**src/rtl/img_pkg.sv**
```systemverilog
// Shared image-pipeline types: frame geometry, pixel layout, stream beat and
// the streamer state encoding.
package img_pkg;

  localparam int unsigned IMG_W  = 64;
  localparam int unsigned IMG_H  = 64;
  localparam int unsigned ADDR_W = 6;
  localparam int unsigned PIX_W  = 24;
  localparam int unsigned CH_W   = 8;
  localparam int unsigned R_LSB  = 16;
  localparam int unsigned G_LSB  = 8;
  localparam int unsigned B_LSB  = 0;

  typedef logic [PIX_W-1:0] pix_t;

  typedef struct packed {
    pix_t pix;
    logic sof;
    logic eol;
    logic eof;
  } beat_t;

  typedef enum logic [1:0] {
    IDLE,
    FETCH,
    DRAIN,
    DONE
  } state_t;

  // Build one stream beat from a pixel and its raster position flags.
  function automatic beat_t make_beat(input pix_t pix, input logic first,
                                      input logic last_col, input logic last_row);
    beat_t b;
    b.pix = pix;
    b.sof = first;
    b.eol = last_col;
    b.eof = last_col & last_row;
    return b;
  endfunction

endpackage

```
**src/rtl/sync_fifo.sv**
```systemverilog
// Single-clock FIFO with occupancy count; head entry is visible on rdata
// whenever the FIFO is not empty.
module sync_fifo #(
  parameter int unsigned WIDTH = 8,
  parameter int unsigned DEPTH = 4
) (
  input  logic                     clk,
  input  logic                     rst_n,
  input  logic                     push,
  input  logic [WIDTH-1:0]         wdata,
  input  logic                     pop,
  output logic [WIDTH-1:0]         rdata,
  output logic [$clog2(DEPTH):0]   count,
  output logic                     full,
  output logic                     empty
);

  localparam int unsigned AW = $clog2(DEPTH);
  localparam int unsigned CW = AW + 1;

  logic [WIDTH-1:0] mem [DEPTH];
  logic [AW-1:0]    wr_ptr;
  logic [AW-1:0]    rd_ptr;
  logic             do_push;
  logic             do_pop;

  assign full    = (count == CW'(DEPTH));
  assign empty   = (count == '0);
  assign do_push = push & ~full;
  assign do_pop  = pop & ~empty;
  assign rdata   = mem[rd_ptr];

  // Storage is cleared on reset so the head reads as zero out of reset.
  always_ff @(posedge clk or negedge rst_n) begin
    if (!rst_n) begin
      wr_ptr <= '0;
      rd_ptr <= '0;
      count  <= '0;
      for (int i = 0; i < DEPTH; i++) mem[i] <= '0;
    end else begin
      if (do_push) begin
        mem[wr_ptr] <= wdata;
        wr_ptr      <= wr_ptr + AW'(1);
      end
      if (do_pop) rd_ptr <= rd_ptr + AW'(1);
      case ({do_push, do_pop})
        2'b10:   count <= count + CW'(1);
        2'b01:   count <= count - CW'(1);
        default: ;
      endcase
    end
  end

endmodule

```
**src/rtl/frame_streamer.sv**
```systemverilog
// Scans the processed image in raster order and streams it over valid/ready
// with frame/line markers, decoupled by a small prefetch FIFO.
module frame_streamer #(
  parameter int unsigned IMG_W      = img_pkg::IMG_W,
  parameter int unsigned IMG_H      = img_pkg::IMG_H,
  parameter int unsigned FIFO_DEPTH = 4
) (
  input  logic        clk,
  input  logic        rst_n,
  input  logic        start,
  output logic [5:0]  row,
  output logic [5:0]  col,
  input  logic [23:0] in_pix,
  output logic        m_valid,
  input  logic        m_ready,
  output logic [23:0] m_data,
  output logic        m_sof,
  output logic        m_eol,
  output logic        m_eof,
  output logic        busy,
  output logic        done
);

  import img_pkg::*;

  localparam int unsigned CNT_W  = $clog2(FIFO_DEPTH) + 1;
  localparam int unsigned BEAT_W = $bits(beat_t);

  state_t           state_q;
  state_t           state_d;
  logic [5:0]       row_d;
  logic [5:0]       col_d;
  logic             busy_d;
  logic             done_d;
  logic             push_c;
  logic             pop_c;
  logic             last_col_c;
  logic             last_row_c;
  beat_t            wr_beat;
  beat_t            rd_beat;
  logic [CNT_W-1:0] fifo_cnt;
  logic             fifo_full;
  logic             fifo_empty;

  assign last_col_c = (col == 6'(IMG_W - 1));
  assign last_row_c = (row == 6'(IMG_H - 1));
  assign wr_beat    = make_beat(pix_t'(in_pix), (row == '0) && (col == '0),
                                last_col_c, last_row_c);

  assign m_valid = ~fifo_empty;
  assign pop_c   = m_valid & m_ready;
  assign m_data  = rd_beat.pix;
  assign m_sof   = rd_beat.sof;
  assign m_eol   = rd_beat.eol;
  assign m_eof   = rd_beat.eof;

  sync_fifo #(
    .WIDTH (BEAT_W),
    .DEPTH (FIFO_DEPTH)
  ) u_fifo (
    .clk   (clk),
    .rst_n (rst_n),
    .push  (push_c),
    .wdata (wr_beat),
    .pop   (pop_c),
    .rdata (rd_beat),
    .count (fifo_cnt),
    .full  (fifo_full),
    .empty (fifo_empty)
  );

  // Next state, address advance and push decision.
  always_comb begin
    state_d = state_q;
    row_d   = row;
    col_d   = col;
    push_c  = 1'b0;
    case (state_q)
      IDLE: begin
        row_d = '0;
        col_d = '0;
        if (start) state_d = FETCH;
      end
      FETCH: begin
        if (fifo_cnt < CNT_W'(FIFO_DEPTH)) begin
          push_c = 1'b1;
          if (last_col_c) begin
            col_d = '0;
            if (last_row_c) begin
              row_d   = '0;
              state_d = DRAIN;
            end else begin
              row_d = row + 6'd1;
            end
          end else begin
            col_d = col + 6'd1;
          end
        end
      end
      DRAIN: begin
        if (pop_c && rd_beat.eof) state_d = DONE;
      end
      DONE: begin
        state_d = IDLE;
      end
      default: begin
        state_d = IDLE;
      end
    endcase
    busy_d = (state_d == FETCH) || (state_d == DRAIN);
    done_d = (state_d == DONE);
  end

  always_ff @(posedge clk or negedge rst_n) begin
    if (!rst_n) begin
      state_q <= IDLE;
      row     <= '0;
      col     <= '0;
      busy    <= 1'b0;
      done    <= 1'b0;
    end else begin
      state_q <= state_d;
      row     <= row_d;
      col     <= col_d;
      busy    <= busy_d;
      done    <= done_d;
    end
  end

  no_push_when_full: assert property (@(posedge clk) disable iff (!rst_n)
    !(push_c && fifo_full));

endmodule

```
**config.mk**
```make
export PLATFORM = sky130hd
export DESIGN_NAME = frame_streamer
export DESIGN_NICKNAME = d
export VERILOG_FILES = /design/src/rtl/img_pkg.sv /design/src/rtl/sync_fifo.sv /design/src/rtl/frame_streamer.sv
export SDC_FILE = /design/constraint.sdc
export NUM_CORES = 1
export LEC_CHECK = 0
export ABC_AREA = 1
export BUFFER_PORTS_ARGS = -buffer_cell sky130_fd_sc_hd__clkbuf_2
export CORE_MARGIN = 5
export CORE_UTILIZATION = 50
export DETAILED_ROUTE_END_ITERATION = 10
export GPL_TIMING_DRIVEN = 0
export PLACE_DENSITY = 0.72
export SLEW_MARGIN = 20
export SYNTH_ARGS = -nofsm -noshare
export SYNTH_HDL_FRONTEND = slang
export SYNTH_HIERARCHICAL = 1
export SYNTH_SLANG_ARGS = --single-unit
```
**constraint.sdc**
```tcl
create_clock -name clk -period 2.1 [get_ports clk]
set_input_delay 0.105 -clock clk [delete_from_list [all_inputs] [get_ports clk]]
set_output_delay 0.105 -clock clk [all_outputs]
set_load 0.05 [all_outputs]
```
* After elaboration in Yosys (flattened, before gate mapping)
Cells that the tools add are included.
Storage, ports and cells: register bits 131
Cells by class: add/subtract/negate cells 6, order comparisons 4, eq/ne operators 13, multiplexer cells 22, bitwise logic cells 8, reductions and logical operators 12
Operators by type and width (number):
- $bwmux W108 | 1
- $mux W27 | 3
- $bmux W27 S2 | 1
- $demux W27 S2 | 1
- $mux W6 | 5
- $pmux W6 S2 | 2
- $add A6 B1 Y6 const B | 2
- $eq A6 B6 Y1 const B | 2
- $logic_not A6 Y1 | 2
- $eq A2 B2 Y1 const B | 5
- $mux W2 | 5
- $pmux W2 S4 | 1
- $eq A2 B1 Y1 const B | 3
- $ge A3 B3 Y1 const B | 2
- $not A2 Y3 | 2
- $pmux W3 S2 | 1
- $add A2 B1 Y2 const B | 2
- $and A1 B1 Y1 | 4
- $ne A2 B2 Y1 const B | 2
- $reduce_bool A2 Y1 | 2
- $add A3 B1 Y3 const B | 1
- $eq A3 B3 Y1 const B | 1
- $logic_and A1 B1 Y1 | 3
- $logic_not A3 Y1 | 1
- 9 further kinds | 11

* Depth between registers and ports, before layout
Gate-level depths: netlist of run 1.
word-level depth 9, depth in mapped cells 15, mapped depth without buffers 14

* Modules after synthesis
The synthesis of run 1 kept the hierarchy.
Modules (own cells, without submodules):
- sync_fifo | instances 1, cells each 715, area each 5784.3 um^2
- frame_streamer | instances 1, cells each 120, area each 944.7 um^2

* Least setup slack after synthesis of run 1
OpenSTA, ideal clock, no wires.
path kind register -> register, start reg u_fifo.rd_ptr[0], end reg busy, library setup time 0.126 ns, arrival 2.192 ns, data required time 1.974 ns, setup slack -0.218 ns, stages on the path, launching flop included 9, clock period less this slack 2.318 ns, cell sequence dfrtp_1 -> inv_2 -> buf_2 -> clkbuf_1 -> o21ai_0 -> o21ai_1 -> nand4_1 -> nand3_1 -> ha_1
Between the ends: longest elaborated chain between the ends 9, elaborated cells between the ends (all ways) 10, those cells by class eq/ne (2); mux (5); bitwise (1); reduce/logical (2)
RTL lines:
- from (decl) | RTL line sync_fifo.sv:23 | logic [AW-1:0] rd_ptr;
- from (signal assigned) | RTL line sync_fifo.sv:45 | if (do_pop) rd_ptr <= rd_ptr + AW'(1);
- $not A2 Y3 (not written as such) * | RTL line sync_fifo.sv:31 | assign rdata = mem[rd_ptr];
- $bmux W27 S2 * | RTL line sync_fifo.sv:31
- $mux W27 (not written as such) * (2 in a row) | RTL line sync_fifo.sv:31
- via m_eof | RTL line frame_streamer.sv:19 | output logic m_eof,
- $logic_and A1 B1 Y1 * | RTL line frame_streamer.sv:101 | if (pop_c && rd_beat.eof) state_d = DONE;
- $mux W2 * | RTL line frame_streamer.sv:101
- $pmux W2 S4 * | RTL line frame_streamer.sv:78 | case (state_q)
- $eq A2 B1 Y1 / $eq A2 B2 Y1 (equally long branches) | RTL line frame_streamer.sv:110 | busy_d = (state_d == FETCH) || (state_d == DRAIN);
- $logic_or A1 B1 Y1 * | RTL line frame_streamer.sv:110
- via busy_d | RTL line frame_streamer.sv:33 | logic busy_d;
- to (signal assigned) | RTL line frame_streamer.sv:125 | busy <= busy_d;
- to (decl) | RTL line frame_streamer.sv:20 | output logic busy,
The timed path passes the listed nets; every way through them passes the cells marked *. The select of a mux whose other input is x is not followed. A chain may end at the register's enable or synchronous reset.

* Worst setup path after layout of run 1
start reg u_fifo.rd_ptr[0], end out m_data[1]
Between the ends: longest elaborated chain between the ends 4
RTL lines:
- $not A2 Y3 (not written as such) | RTL line sync_fifo.sv:31
- $bmux W27 S2 | RTL line sync_fifo.sv:31
- $mux W27 (not written as such) (2 in a row) | RTL line sync_fifo.sv:31
- to (decl) | RTL line frame_streamer.sv:16 | output logic [23:0] m_data,
Every way passes these cells. The select of a mux whose other input is x is not followed.

==> results.json, run 1 <==
{
  "cts_buffers": 17,
  "fin_setup_tns_ns": 0,
  "fill_cells": 1169,
  "syn_area_mm2": 0.00673,
  "status": "complete, no violations",
  "layout_commonest_cell": "nand2_1",
  "max_freq_ghz": 0.497,
  "crit_type": "flop to primary output",
  "drt_iter0_drc": 758,
  "wl_um": 20100,
  "start_kind": "flop",
  "gp_congestion": 0.849,
  "yosys_warnings": 6,
  "period_minus_slack_ns": 2.01,
  "finalMaxSlewViolations": 0,
  "ff2ff_setup_slack_ns": 0.11,
  "p_leak_uw": 0.00421,
  "core_mm2": 0.0132,
  "crit_family": "buffers and inverters",
  "hold_ws_ns": 0.0971,
  "clk-insertion-delay-late_ns": 0.43,
  "drive_above_1_share_pct": 18.5,
  "crit_path_max_incr_delay_ns": 0.39,
  "grt_usage_pct": 25.7,
  "final_cell_mix": "nand2_1, dfrtp_1, nand4_1, nor2_1, clkbuf_2",
  "numClockSinks": 131,
  "fin_nets": 993,
  "cp_max_fo": 10,
  "die-area_mm2": 0.0159,
  "worst_ep_required_time_ns": 2.00,
  "dieWidth_um": 126,
  "start_util_pct": 51.0,
  "grt_max_degree": 89,
  "grt-ovfl-total": 0,
  "hold_violations": 0,
  "syn_nets": 873,
  "worst_slew_pin_slew_ns": 0.717,
  "worstPathArrival_ns": 1.91,
  "cts_tree": "built",
  "setup_viol": 0,
  "p_per_area_mw_per_mm2": 1900,
  "min_period_over_period_pct": 95.8,
  "grt_pass1_vias": 6205,
  "viasPerCell": 5.65,
  "clk_pin_slew_worst_paths_ns": 0.05,
  "p_total_uw": 15800,
  "rsz0062_at_grt": "no",
  "cts-root-buf": "clkbuf_16",
  "antenna_found_initial": 0,
  "cp_cell_sequence": "inv_2 -> buf_2 -> buf_2 -> o21ai_1 -> o21ai_1 -> clkbuf_2",
  "grt_pass1_wl_um": 32600,
  "syn_to_final_growth_pct": 23.3,
  "maxCapViolCount": 0,
  "synth.avg_cell_area_um2": 8.06,
  "dr.pass1.iters": 5,
  "vias": 6455,
  "slowest_stage": "dfrtp_1",
  "fin_skew_ns": 0.0149,
  "drtAntennaViolNets": 0,
  "ir_drop_v": 0.00103,
  "drc_errors": 0,
  "end_kind": "primary output",
  "hp-class": "primary input to flop",
  "critPathBufInv": 4,
  "max-slew-margin-rel_pct": 51.7,
  "fp.dieH_um": 126,
  "clock_path_buffers": 2,
  "dp_hpwl_um": 12900,
  "postSynthCellCount": 834,
  "rows": 42,
  "htreeDepth": 4,
  "io_pins": 70,
  "wl_per_cell_um": 17.6,
  "portBuffers": 69,
  "antenna_cells": 0
}
## power breakdown
group	internal, µW	total (µW)	switching [µW]
Clock	1850	2940	1090
Sequential	3620	4250	636
Combinational	2390	8580	6180
Total	7860	15800	7910
## registers in the layout, indices dropped and copies added, names as in the netlist
| name | count |
|---|---|
| state_q | 2 |
| u_fifo/mem | 108 |
| row | 6 |
| busy | 1 |
| u_fifo/rd_ptr | 2 |
| u_fifo/wr_ptr | 2 |
| col | 6 |
| u_fifo/count | 3 |
| done | 1 |
## worst min-delay path, cell delays in order
cell and delay (ns):
clkbuf_2 0.08, inv_1 0.09, nor2_4 0.06, nand3_1 0.09, nand2_1 0.05
## path summary, 6_finish.rpt
kind,end,depth (start not counted),from
max in group asynchronous,u_fifo/mem[89],3,rst_n
hold reg to reg,u_fifo/mem[60],2,u_fifo/mem[60]
setup / recovery,m_data[1],6,u_fifo/rd_ptr[0]
min in group asynchronous,busy,2,rst_n
hold / removal,u_fifo/rd_ptr[1],5,m_ready
setup reg to reg,u_fifo/count[1],10,u_fifo/count[0]
## routing by layer
| layer | track usage, % | vias to the layer above | wire [µm] |
|---|---|---|---|
| li1 | - | 3053 | - |
| met1 | 35.9 | 3122 | 9030 |
| met2 | 40.8 | 257 | 9450 |
| met3 | 4.53 | 23 | 1290 |
| met4 | 8.77 | 0 | 330 |
| met5 | 0 | - | 0 |
## final cells by class
type | instances | area [µm²] | area share [%]
plain buffers | 62 | 390 | 4.71
clock buffers | 21 | 440 | 5.31
clock inverters | 11 | 136 | 1.64
inverters | 33 | 124 | 1.49
multi-input cells | 607 | 3000 | 36.1
flip-flops and latches | 131 | 3280 | 39.5
well taps | 176 | 220 | 2.65
repair buffers | 102 | 707 | 8.52
## metrics by stage
| step | cells | utilization, % | setup WS (ns) | cell area, µm² |
|---|---|---|---|---|
| floorplan | 834 | - | 0.00343 | 6730 |
| detailed placement | 1080 | 55.6 | -0.401 | 7330 |
| global route | 1143 | 62.9 | 0.0157 | 8300 |
| CTS | 1140 | 62.3 | 0.0137 | 8210 |
| global placement | 1079 | 55.3 | -1.34 | 7290 |
| finish | 1143 | 62.9 | 0.0877 | 8300 |
## timing repair
item,4_1_cts,5_1_grt
hold buffers,26,0
pin swaps,1,3
hold endpoints to repair,132,0
endpoints found under the setup margin,29,21
resized for setup,15,41
buffers inserted,3,3
Note: power is estimated with default switching activity, not from simulation.
==> inputs of run 2 (changes only) <==
--- a/config.mk
+++ b/config.mk
@@ -7,11 +7,10 @@
 export LEC_CHECK = 0
 export ABC_AREA = 1
 export BUFFER_PORTS_ARGS = -buffer_cell sky130_fd_sc_hd__clkbuf_2
-export CORE_MARGIN = 5
 export CORE_UTILIZATION = 50
 export DETAILED_ROUTE_END_ITERATION = 10
 export GPL_TIMING_DRIVEN = 0
-export PLACE_DENSITY = 0.72
+export PLACE_DENSITY_LB_ADDON = 0.08
 export SLEW_MARGIN = 20
 export SYNTH_ARGS = -nofsm -noshare
 export SYNTH_HDL_FRONTEND = slang
==> results.json, run 2 (synthesized netlist as in run 1, its figures left out) <==
{
  "dieWidth_um": 118,
  "cts_tree": "built",
  "clk-insertion-delay-late_ns": 0.41,
  "cp_max_fo": 10,
  "status": "complete, no violations",
  "portBuffers": 69,
  "cts-root-buf": "clkbuf_16",
  "p_per_area_mw_per_mm2": 1900,
  "internal-power_uw": 7810,
  "post-route-util_pct": 62.6,
  "start_kind": "flop",
  "core_mm2": 0.0132,
  "grt_max_degree": 71,
  "grt_usage_pct": 30.3,
  "comb_power_share_pct": 54.5,
  "ff2ff_setup_slack_ns": 0.11,
  "critPathBufInv": 3,
  "crit_family": "buffers and inverters",
  "drive_above_1_share_pct": 18.5,
  "viasPerCell": 5.71,
  "grt_pass1_vias": 6404,
  "drc_errors": 0,
  "hold_violations": 0,
  "p_leak_uw": 0.00420,
  "end_kind": "primary output",
  "antenna_found_initial": 0,
  "hold_ws_ns": 0.0108,
  "grt_pass1_wl_um": 32800,
  "period_minus_slack_ns": 2.03,
  "clockPowerShare_pct": 18.3,
  "dr.pass1.iters": 6,
  "cts_buffers": 17,
  "dp_hpwl_um": 13400,
  "max-slew-margin-rel_pct": 40.1,
  "vias": 6515,
  "fin_nets": 992,
  "p_sw_uw": 7840,
  "max_freq_ghz": 0.494,
  "cp_cell_sequence": "buf_2 -> buf_2 -> nor2_1 -> o21ai_1 -> clkbuf_4",
  "r2r-end": "u_fifo/count[2]",
  "crit_type": "flop to primary output",
  "slowest_stage": "dfrtp_1",
  "seq_power_share_pct": 27.2,
  "die-area_mm2": 0.0139,
  "wl_per_cell_um": 17.7,
  "drt_iter0_drc": 526,
  "reg_top3": "u_fifo/mem: 108 flops, col: 6 flops, row: 6 flops",
  "start_util_pct": 51.0,
  "critPathMostFrequentCell": "buf_2",
  "ir_drop_v": 0.000991,
  "io_pins": 70,
  "rows": 42,
  "finalMaxSlewViolations": 0,
  "min_to": "u_fifo/mem[105]",
  "numClockSinks": 131,
  "worstPathArrival_ns": 1.92,
  "drtAntennaViolNets": 0,
  "reg2reg_depth": 11,
  "hp-class": "primary input to flop",
  "fin_skew_ns": 0.00694,
  "layout_commonest_cell": "nand2_1",
  "worstHoldStart": "in_pix[21]",
  "fp.dieH_um": 118,
  "holdPathStages": 3,
  "antenna_cells": 0,
  "rr_startpoint": "u_fifo/count[0]",
  "gp_congestion": 0.852,
  "maxCapViolCount": 0,
  "worst_slew_pin_slew_ns": 0.890,
  "crit_path_max_incr_delay_ns": 0.37,
  "rsz0062_at_grt": "no",
  "min_period_over_period_pct": 96.5,
  "largest-register": "u_fifo/mem",
  "grt-ovfl-total": 0,
  "syn_to_final_growth_pct": 22.8,
  "wl_um": 20200,
  "setup_viol": 0,
  "clk_pin_slew_worst_paths_ns": 0.05,
  "htreeDepth": 4,
  "worst_ep_required_time_ns": 2.00,
  "final_cell_mix": "nand2_1, dfrtp_1, nand4_1, nor2_1, clkbuf_2",
  "clock_path_buffers": 2,
  "largest_register_ffs": 108,
  "switching_share_pct": 50.1
}
run 2: worst reg2reg max path, delay by kind of cell (launching register included):
| kind | cells | cell delay (ns) |
|---|---|---|
| and+or+nand+nor | 7 | 0.68 |
| adders and majority gates | 2 | 0.52 |
| buffers and inverters | 2 | 0.25 |
| DFF | 1 | 0.44 |
run 2: power groups by stage:
stage	sequential [µW]	clock [µW]	combinational, µW
floorplan	4310	0	5890
global placement	4240	0	8000
detailed placement	4280	0	8200
CTS	4240	2910	8400
global route	4380	3020	9220
finish	4260	2860	8530
run 2: what timing repair did:
action	4_1_cts	5_1_grt
buffers inserted	4	3
endpoints found under the setup margin	31	24
gates resized for setup	16	31
hold buffers	24	0
pin swaps	1	1
endpoints found under the hold margin	148	0
run 2: final cells by class:
type	instances	area (µm²)
plain buffers	62	388
clock buffers	26	489
clock inverters	5	75.1
fillers	1176	4930
inverters	33	124
multi-input cells	607	2990
flip-flops and latches	131	3280
well taps	176	220
repair buffers	101	687
run 2: worst max path at each step:
stage | from | end | slack, ns | cells after the start
floorplan | u_fifo/count[2] | u_fifo/count[2] | 0.003 | 13
global placement | rst_n | u_fifo/mem[85] | -1.20 | 1
detailed placement | state_q[1] | u_fifo/count[1] | -0.38 | 10
CTS | u_fifo/rd_ptr[0] | m_data[3] | 0.006 | 6
global route | u_fifo/count[0] | u_fifo/count[2] | 0.006 | 11
finish | u_fifo/rd_ptr[0] | m_data[22] | 0.07 | 5
run 2: metrics by stage:
stage / total power, µW / TNS [ns] / cell area [µm²] / setup WS [ns] / cells
floorplan: 10200 / 0 / 6730 / 0.00343 / 834
global placement: 12200 / -156.33 / 7290 / -1.20 / 1079
detailed placement: 12500 / -0.773 / 7330 / -0.379 / 1080
CTS: 15500 / 0 / 8200 / 0.00593 / 1139
global route: 16600 / 0 / 8260 / 0.00584 / 1141
finish: 15700 / 0 / 8260 / 0.0743 / 1141
run 2: metal layers:
layer | up-vias | GRT usage (%) | wire length [µm]
met3 | 38 | 6.73 | 1490
li1 | 3043 | - | -
met2 | 286 | 49.9 | 9980
met5 | - | 0 | 0
met4 | 0 | 12.7 | 377
met1 | 3148 | 38.5 | 8320
